--- src/rtl/spi_flash_responder.sv ---
// spi_flash_responder
//   SPI flash slave model answering READ (0x03), JEDEC ID (0x9F) and
//   RESET (0xF0) from a small internal byte memory. All SPI pins are
//   oversampled in the clk_100mhz domain; nothing is clocked by sclk.
//
// Ports
//   clk_100mhz  system clock
//   nrst        asynchronous active-low reset
//   sclk        SPI clock (mode 0 or mode 3)
//   csn         chip select, active-low
//   mosi        serial data from master
//   rstn        flash reset pin, active-low (aborts transfer, clears busy)
//   wpn         write protect, unused (read-only device)
//   miso        serial data to master, 1 when idle
//   ld_we       memory load strobe
//   ld_addr     memory load address
//   ld_data     memory load data
//   busy        high during post-RESET recovery
//   cmd_valid   one-cycle pulse per captured opcode
//   last_cmd    most recently captured opcode
//
// state   | meaning
// --------+-----------------------------------------------------------
// IDLE    | waiting for csn falling edge
// CMD     | shifting in 8-bit opcode
// ADDR    | shifting in 24-bit read address
// DATA    | shifting out memory bytes, address auto-increments
// ID      | shifting out the 24-bit JEDEC ID, then 1s
// WAIT_CS | RESET opcode seen, waiting for csn rise to arm recovery
// IGNORE  | frame rejected, miso held at 1 until csn rises

module spi_flash_responder #(
  parameter int          DEPTH     = 256,
  parameter int          RESET_CYC = 100,
  parameter logic [23:0] JEDEC_ID  = 24'hEF4018,
  parameter int          SYNC      = 2,
  parameter int          AW        = $clog2(DEPTH)
) (
  input  logic          clk_100mhz,
  input  logic          nrst,
  input  logic          sclk,
  input  logic          csn,
  input  logic          mosi,
  input  logic          rstn,
  input  logic          wpn,
  output logic          miso,
  input  logic          ld_we,
  input  logic [AW-1:0] ld_addr,
  input  logic [7:0]    ld_data,
  output logic          busy,
  output logic          cmd_valid,
  output logic [7:0]    last_cmd
);

  localparam int BCW = (RESET_CYC > 2) ? $clog2(RESET_CYC) : 1;

  typedef enum logic [2:0] {
    IDLE    = 3'd0,
    CMD     = 3'd1,
    ADDR    = 3'd2,
    DATA    = 3'd3,
    ID      = 3'd4,
    WAIT_CS = 3'd5,
    IGNORE  = 3'd6
  } state_t;

  state_t state, state_nxt;

  // synchronizers and edge detect
  logic [SYNC-1:0] sclk_sync, csn_sync, mosi_sync, rstn_sync;
  logic            sclk_d, csn_d;
  logic            sclk_s, csn_s, mosi_s, rstn_s;
  logic            sclk_rise, sclk_fall, csn_rise, csn_fall;

  always_ff @(posedge clk_100mhz or negedge nrst) begin
    if (!nrst) begin
      sclk_sync <= '0;
      csn_sync  <= '1;
      mosi_sync <= '0;
      rstn_sync <= '0;
      sclk_d    <= 1'b0;
      csn_d     <= 1'b1;
    end else begin
      sclk_sync <= {sclk_sync[SYNC-2:0], sclk};
      csn_sync  <= {csn_sync[SYNC-2:0], csn};
      mosi_sync <= {mosi_sync[SYNC-2:0], mosi};
      rstn_sync <= {rstn_sync[SYNC-2:0], rstn};
      sclk_d    <= sclk_sync[SYNC-1];
      csn_d     <= csn_sync[SYNC-1];
    end
  end

  assign sclk_s    = sclk_sync[SYNC-1];
  assign csn_s     = csn_sync[SYNC-1];
  assign mosi_s    = mosi_sync[SYNC-1];
  assign rstn_s    = rstn_sync[SYNC-1];
  assign sclk_rise = sclk_s & ~sclk_d;
  assign sclk_fall = ~sclk_s & sclk_d;
  assign csn_rise  = csn_s & ~csn_d;
  assign csn_fall  = ~csn_s & csn_d;

  // receive path
  logic [22:0] rx_sr;
  logic [23:0] rx_word;
  logic [4:0]  rx_cnt;
  logic        cmd_hit, addr_hit, busy_start;

  assign rx_word = {rx_sr, mosi_s};

  // transmit path
  logic [23:0]   tx_sr;
  logic [4:0]    tx_cnt;
  logic [AW-1:0] addr;
  logic          rd_req, rd_vld;
  logic [7:0]    mem_q;
  logic [7:0]    mem [DEPTH];
  logic          byte_done;

  logic [BCW-1:0] busy_cnt;

  logic unused_bits;
  assign unused_bits = wpn ^ rx_word[23];

  assign byte_done = (state == DATA) && sclk_fall && (tx_cnt == 5'd7);

  always_ff @(posedge clk_100mhz or negedge nrst) begin
    if (!nrst) state <= IDLE;
    else       state <= state_nxt;
  end

  always_comb begin
    state_nxt  = state;
    cmd_hit    = 1'b0;
    addr_hit   = 1'b0;
    busy_start = 1'b0;
    if (!rstn_s) begin
      state_nxt = IDLE;
    end else if (csn_rise) begin
      state_nxt = IDLE;
      // reaching WAIT_CS guarantees exactly 8 bits were clocked
      if (state == WAIT_CS) busy_start = 1'b1;
    end else begin
      case (state)
        IDLE: begin
          if (csn_fall) state_nxt = busy ? IGNORE : CMD;
        end
        CMD: begin
          if (sclk_rise && rx_cnt == 5'd7) begin
            cmd_hit = 1'b1;
            case (rx_word[7:0])
              8'h03:   state_nxt = ADDR;
              8'h9F:   state_nxt = ID;
              8'hF0:   state_nxt = WAIT_CS;
              default: state_nxt = IGNORE;
            endcase
          end
        end
        ADDR: begin
          if (sclk_rise && rx_cnt == 5'd23) begin
            addr_hit  = 1'b1;
            state_nxt = DATA;
          end
        end
        WAIT_CS: begin
          if (sclk_rise) state_nxt = IGNORE;
        end
        DATA, ID, IGNORE: state_nxt = state;
        default: state_nxt = IDLE;
      endcase
    end
  end

  // opcode / address shifter
  always_ff @(posedge clk_100mhz or negedge nrst) begin
    if (!nrst) begin
      rx_sr     <= '0;
      rx_cnt    <= '0;
      cmd_valid <= 1'b0;
      last_cmd  <= '0;
    end else begin
      cmd_valid <= cmd_hit;
      if (cmd_hit) last_cmd <= rx_word[7:0];
      if (state == IDLE) begin
        rx_cnt <= '0;
      end else if (sclk_rise && (state == CMD || state == ADDR)) begin
        rx_sr  <= rx_word[22:0];
        rx_cnt <= (cmd_hit || addr_hit) ? 5'd0 : rx_cnt + 5'd1;
      end
    end
  end

  // memory: load port and 1-clk synchronous read; same-cycle
  // read/write of one address returns the old byte
  always_ff @(posedge clk_100mhz) begin
    if (ld_we) mem[ld_addr] <= ld_data;
    mem_q <= mem[addr];
  end

  // address and prefetch: rd_req marks that addr has just changed,
  // rd_vld marks that mem_q now holds the byte for it
  always_ff @(posedge clk_100mhz or negedge nrst) begin
    if (!nrst) begin
      addr   <= '0;
      rd_req <= 1'b0;
      rd_vld <= 1'b0;
    end else begin
      rd_req <= addr_hit | byte_done;
      rd_vld <= rd_req;
      if (addr_hit)       addr <= rx_word[AW-1:0];
      else if (byte_done) addr <= addr + AW'(1);
    end
  end

  // output shifter: DATA uses the top byte of tx_sr, ID the full 24 bits
  always_ff @(posedge clk_100mhz or negedge nrst) begin
    if (!nrst) begin
      tx_sr  <= '0;
      tx_cnt <= '0;
      miso   <= 1'b1;
    end else begin
      if (cmd_hit && rx_word[7:0] == 8'h9F) begin
        tx_sr  <= JEDEC_ID;
        tx_cnt <= '0;
      end else if (rd_vld && state == DATA) begin
        tx_sr  <= {mem_q, 16'h0000};
        tx_cnt <= '0;
      end else if (sclk_fall && (state == DATA || state == ID)) begin
        if (state == DATA || tx_cnt != 5'd24) begin
          tx_sr  <= {tx_sr[22:0], 1'b0};
          tx_cnt <= byte_done ? 5'd0 : tx_cnt + 5'd1;
        end
      end

      if (state_nxt != DATA && state_nxt != ID) begin
        miso <= 1'b1;
      end else if (sclk_fall) begin
        if (state == ID && tx_cnt == 5'd24) miso <= 1'b1;
        else                                miso <= tx_sr[23];
      end
    end
  end

  // post-RESET recovery timer
  always_ff @(posedge clk_100mhz or negedge nrst) begin
    if (!nrst) begin
      busy     <= 1'b0;
      busy_cnt <= '0;
    end else if (!rstn_s) begin
      busy     <= 1'b0;
      busy_cnt <= '0;
    end else if (busy_start) begin
      busy     <= 1'b1;
      busy_cnt <= BCW'(RESET_CYC - 1);
    end else if (busy) begin
      if (busy_cnt == '0) busy <= 1'b0;
      else                busy_cnt <= busy_cnt - BCW'(1);
    end
  end

endmodule
--- config.mk ---
export PLATFORM = sky130hd
export DESIGN_NAME = spi_flash_responder
export DESIGN_NICKNAME = d
export VERILOG_FILES = /design/src/rtl/spi_flash_responder.sv
export SDC_FILE = /design/constraint.sdc
export NUM_CORES = 2
export LEC_CHECK = 0
export ABC_AREA = 1
export CAP_MARGIN = 20
export CORE_MARGIN = 2
export CORE_UTILIZATION = 28
export CTS_CLUSTER_SIZE = 20
export DETAILED_ROUTE_END_ITERATION = 16
export SYNTH_ARGS = -nofsm -noshare
export SYNTH_HDL_FRONTEND = slang
export SYNTH_SLANG_ARGS = --single-unit
--- constraint.sdc ---
create_clock -name clk_100mhz -period 1.7 [get_ports clk_100mhz]
set_input_delay 0.34 -clock clk_100mhz [delete_from_list [all_inputs] [get_ports clk_100mhz]]
set_output_delay 0.34 -clock clk_100mhz [all_outputs]
set_load 0.05 [all_outputs]
==> summary.md <==
| Metric | Value |
|---|---|
| Worst VDD drop | 0.872 mV |
| Initial Util | 28.1% |
| Post-DRT Antenna Nets | 0 |
| Synthesized flop and latch total | 2,135 |
| Htree depth | 4 |
| Die Wd | 572 um |
| HP Class | reg -> reg |
| Synthesized cell area | 0.0902 sq mm |
| Violated checks | setup timing |
| Reg power frac | 54.4% |
| Yosys warning count | 0 |
| Root Driver | clkbuf_16 |
| Gr usage total | 15.9% |
| Critical path class | reg -> reg |
| Post-Synth XOR/XNOR Area | 0.0874% |
| GP Congestion | 0.843 |
| DP Wirelength | 166,000 um |
| Register area share after synthesis | 70.6% |
| Post-Synth Adder-Cell Area | 0.0832% |
| Commonest non-fill, non-tap cells in the layout | edfxtp_1 (2,048), nand2_1 (1,995), nor2_1 (1,226) |
| Initial antenna violation count | 11 |
| Clock-pin slew on the worst setup and hold paths | 0.06 ns |
| Fin area | 0.114 sq mm |
| Core Box Area | 0.321 sq mm |
| Sw Pwr | 0.0221 W |
| Nets@finish | 9,217 |
| Sw Share | 20.7% |
| DRC | 0 |
| Slew @ Worst Pin | 0.935 ns |
| Clock power share | 43.6% |
| Max-cap violations | 0 |
| Crit end category | flop |
| Netlist cell types | 38 |
| Port bufs | 33 |
| Status | complete, but fails checks |
| Mux contribution to synthesized area | 0% |
| Via count | 63,900 |
| RSZ-0062 raised after global routing | yes |
| CP arrival | 3.24 ns |
| Post-Syn Instances | 8,360 |
| Cts bufs inserted | 215 |
| Crit Path Max Fanout | 15 |
| Vias per inst | 4.67 |
| Hold Vio Cnt, Final | 0 |
| Area growth syn-to-layout | 25.9% |
| Largest net degree at the start of global routing | 71 |
| Synth Area in Compound Gates | 4.96% |
| Leakage power | 43.7 nW |
| Fin util | 35.4% |
| DR WL/cell | 19.6 um |
| Syn Area/Cell | 10.8 sq um |
| Vias in the first global route | 60,100 |
| Slew margin rel. | 37.5% |
| Final setup margin | -0.784 ns |
| Clock buffer depth | 3 |
| Int Pwr | 0.0843 W |
| GR Overflow Total | 0 |
| Die height | 572 um |
| Placed inst area | 0.103 sq mm |
| DR iter-0 viols | 7,428 |
| # setup viols final | 54 |
| Comb pwr share | 2.0% |
| CTS tree | built |
| Clock sinks | 2,135 |
| Total iterations of the first detailed-routing run | 6 |
| Syn_nets | 8,390 |
| Rows | 208 |
| Pre-CTS WS | -1.17 ns |
| Final worst path period share | 146% |
| Clk Latency, worst-skew pair | 0.88 ns |
| Slew Limit Fails | 0 |
| Worst Skew | 0.0380 ns |
| Largest family of logic cells by synthesized area | simple AND/OR/NAND/NOR gates |
| CP required | 2.46 ns |
| FMAX | 0.403 GHz |
| Die area | 0.327 sq mm |
| Simple-Gate Fraction of Synth Area | 18.5% |
| IO Pins | 35 |
| Layout cells sized above 1 | 18.9% |
| PD cells | 937 mW/mm^2 |
| Most common cell after layout, fill and taps aside | edfxtp_1 |
| Tmin final | 2.48 ns |
| First-pass GRT wire length | 392,000 um |
| CP startpoint kind | flop |
| Routed wire length | 268,000 um |
cell usage after synthesis:
cell type,count,area [sq um]
inv_6,1,8.76
nand4_1,9,56.3
inv_2,3,11.3
nor2_2,4,25.0
inv_1,718,2700
o22ai_1,3,18.8
buf_8,1,15.0
buf_2,156,781
nand2_1,2131,8000
nand3_2,1,10.0
dfxtp_1,8,160
nand3_1,736,3680
dfrtp_1,75,1880
buf_1,47,176
a31oi_1,4,25.0
or2_1,2,12.5
clkbuf_1,171,642
o41ai_2,1,16.3
o21ai_1,67,335
a21oi_1,118,591
nor2_1,1287,4830
and3_1,6,37.5
o21ai_0,523,2620
o221ai_1,7,61.3
dfstp_2,4,105
xor2_1,9,78.8
nand2_2,1,6.26
ha_1,6,75.1
buf_6,40,450
buf_4,58,435
edfxtp_1,2048,61500
o31ai_1,2,15.0
o211ai_1,96,721
clkinv_1,2,7.51
nor3_1,5,25.0
nor3_2,1,10.0
nor2_4,1,11.3
a21oi_2,8,70.1
registers in the layout (all words and copies together) (netlist names), 3 cells and up:
name      count
mem        2048
rx_cnt        5
busy_cnt      7
rx_sr         7
state         3
tx_sr        21
last_cmd      8
addr          8
tx_cnt        5
mem_q         8
critical path, stage by stage, from the launching register on:
cell	delay, ns
dfrtp_4	0.49
buf_12	0.17
buf_12	0.14
buf_16	0.15
bufbuf_16	0.29
nand2_1	0.06
nand3_1	0.07
nand3_1	0.11
nand2_1	0.08
nor2_1	0.19
nand2_1	0.22
nand3_2	0.18
nand3_1	0.08
nand3_1	0.07
nand2_1	0.06
per-stage QoR:
stage / setup TNS, ns / hold slack (ns) / cells / total power (W)
2_1_floorplan: -30.70 / 0.0444 / 8360 / 0.0593
3_3_place_gp: -1179.27 / 0.274 / 13200 / 0.0610
3_5_place_dp: -1197.45 / 0.271 / 13200 / 0.0610
4_1_cts: -9.08 / 0.354 / 13600 / 0.107
5_1_grt: -16.72 / 0.361 / 13700 / 0.109
6_report: -11.49 / 0.347 / 13700 / 0.106
power groups by stage:
stage               clock network [W]  registers [W]  logic [W]
finish                         0.0464         0.0578    0.00213
detailed placement                  0         0.0589    0.00207
floorplan                           0         0.0590   0.000308
global route                   0.0490         0.0578    0.00226
global placement                    0         0.0589    0.00205
CTS                            0.0470         0.0578    0.00212
layer usage:
layer  share of wire [%]  GRT usage [%]  vias up
li1                    -              -    29700
met4                 2.7           4.52        0
met5                   0              0        -
met2                  46           25.4     2591
met1                  43           22.5    31200
met3                 8.2           2.16      390
layout make-up:
type	instances	area [sq um]
multi-input combinational	5028	22900
tap	4305	5390
fill	31100	207000
sequential	2135	63700
timing repair inverter	1	16.3
clock inverter	111	1120
timing repair buffer	1082	11900
inverter	724	2770
antenna	2	5.00
clock buffer	289	5770
final timing paths:
kind,startpoint,depth (start not counted),slack [ns],endpoint
max in group asynchronous,nrst,3,0.38,last_cmd[1]
max reg2reg,addr[0],14,-0.78,mem_q[7]
min reg2reg,mosi_sync[0],0,0.35,mosi_sync[1]
max,addr[0],14,-0.78,mem_q[7]
min,mosi_sync[0],0,0.35,mosi_sync[1]
min in group asynchronous,nrst,4,0.58,rstn_sync[1]
logic make-up (layout without fill, tap and decap cells):
| logic type | Yosys count | in the layout |
|---|---|---|
| xor gates and xnor gates | 9 | 9 |
| adders and majority gates | 6 | 6 |
| other | 0 | 2 |
| DFF | 2135 | 2135 |
| AOI/OAI and AO/OA | 829 | 829 |
| buffers and inverters | 1197 | 2207 |
| and+or+nand+nor | 4184 | 4184 |
timing repair:
item | 4_1_cts | 5_1_grt
endpoints found under the setup margin | 50 | 74
setup buffers | 48 | 23
pin swaps | 66 | 102
gates cloned | 26 | 15
hold endpoints to repair | 294 | 0
hold buffers | 17 | 0
resized for setup | 346 | 309
Note: power is estimated with default switching activity, not from simulation.
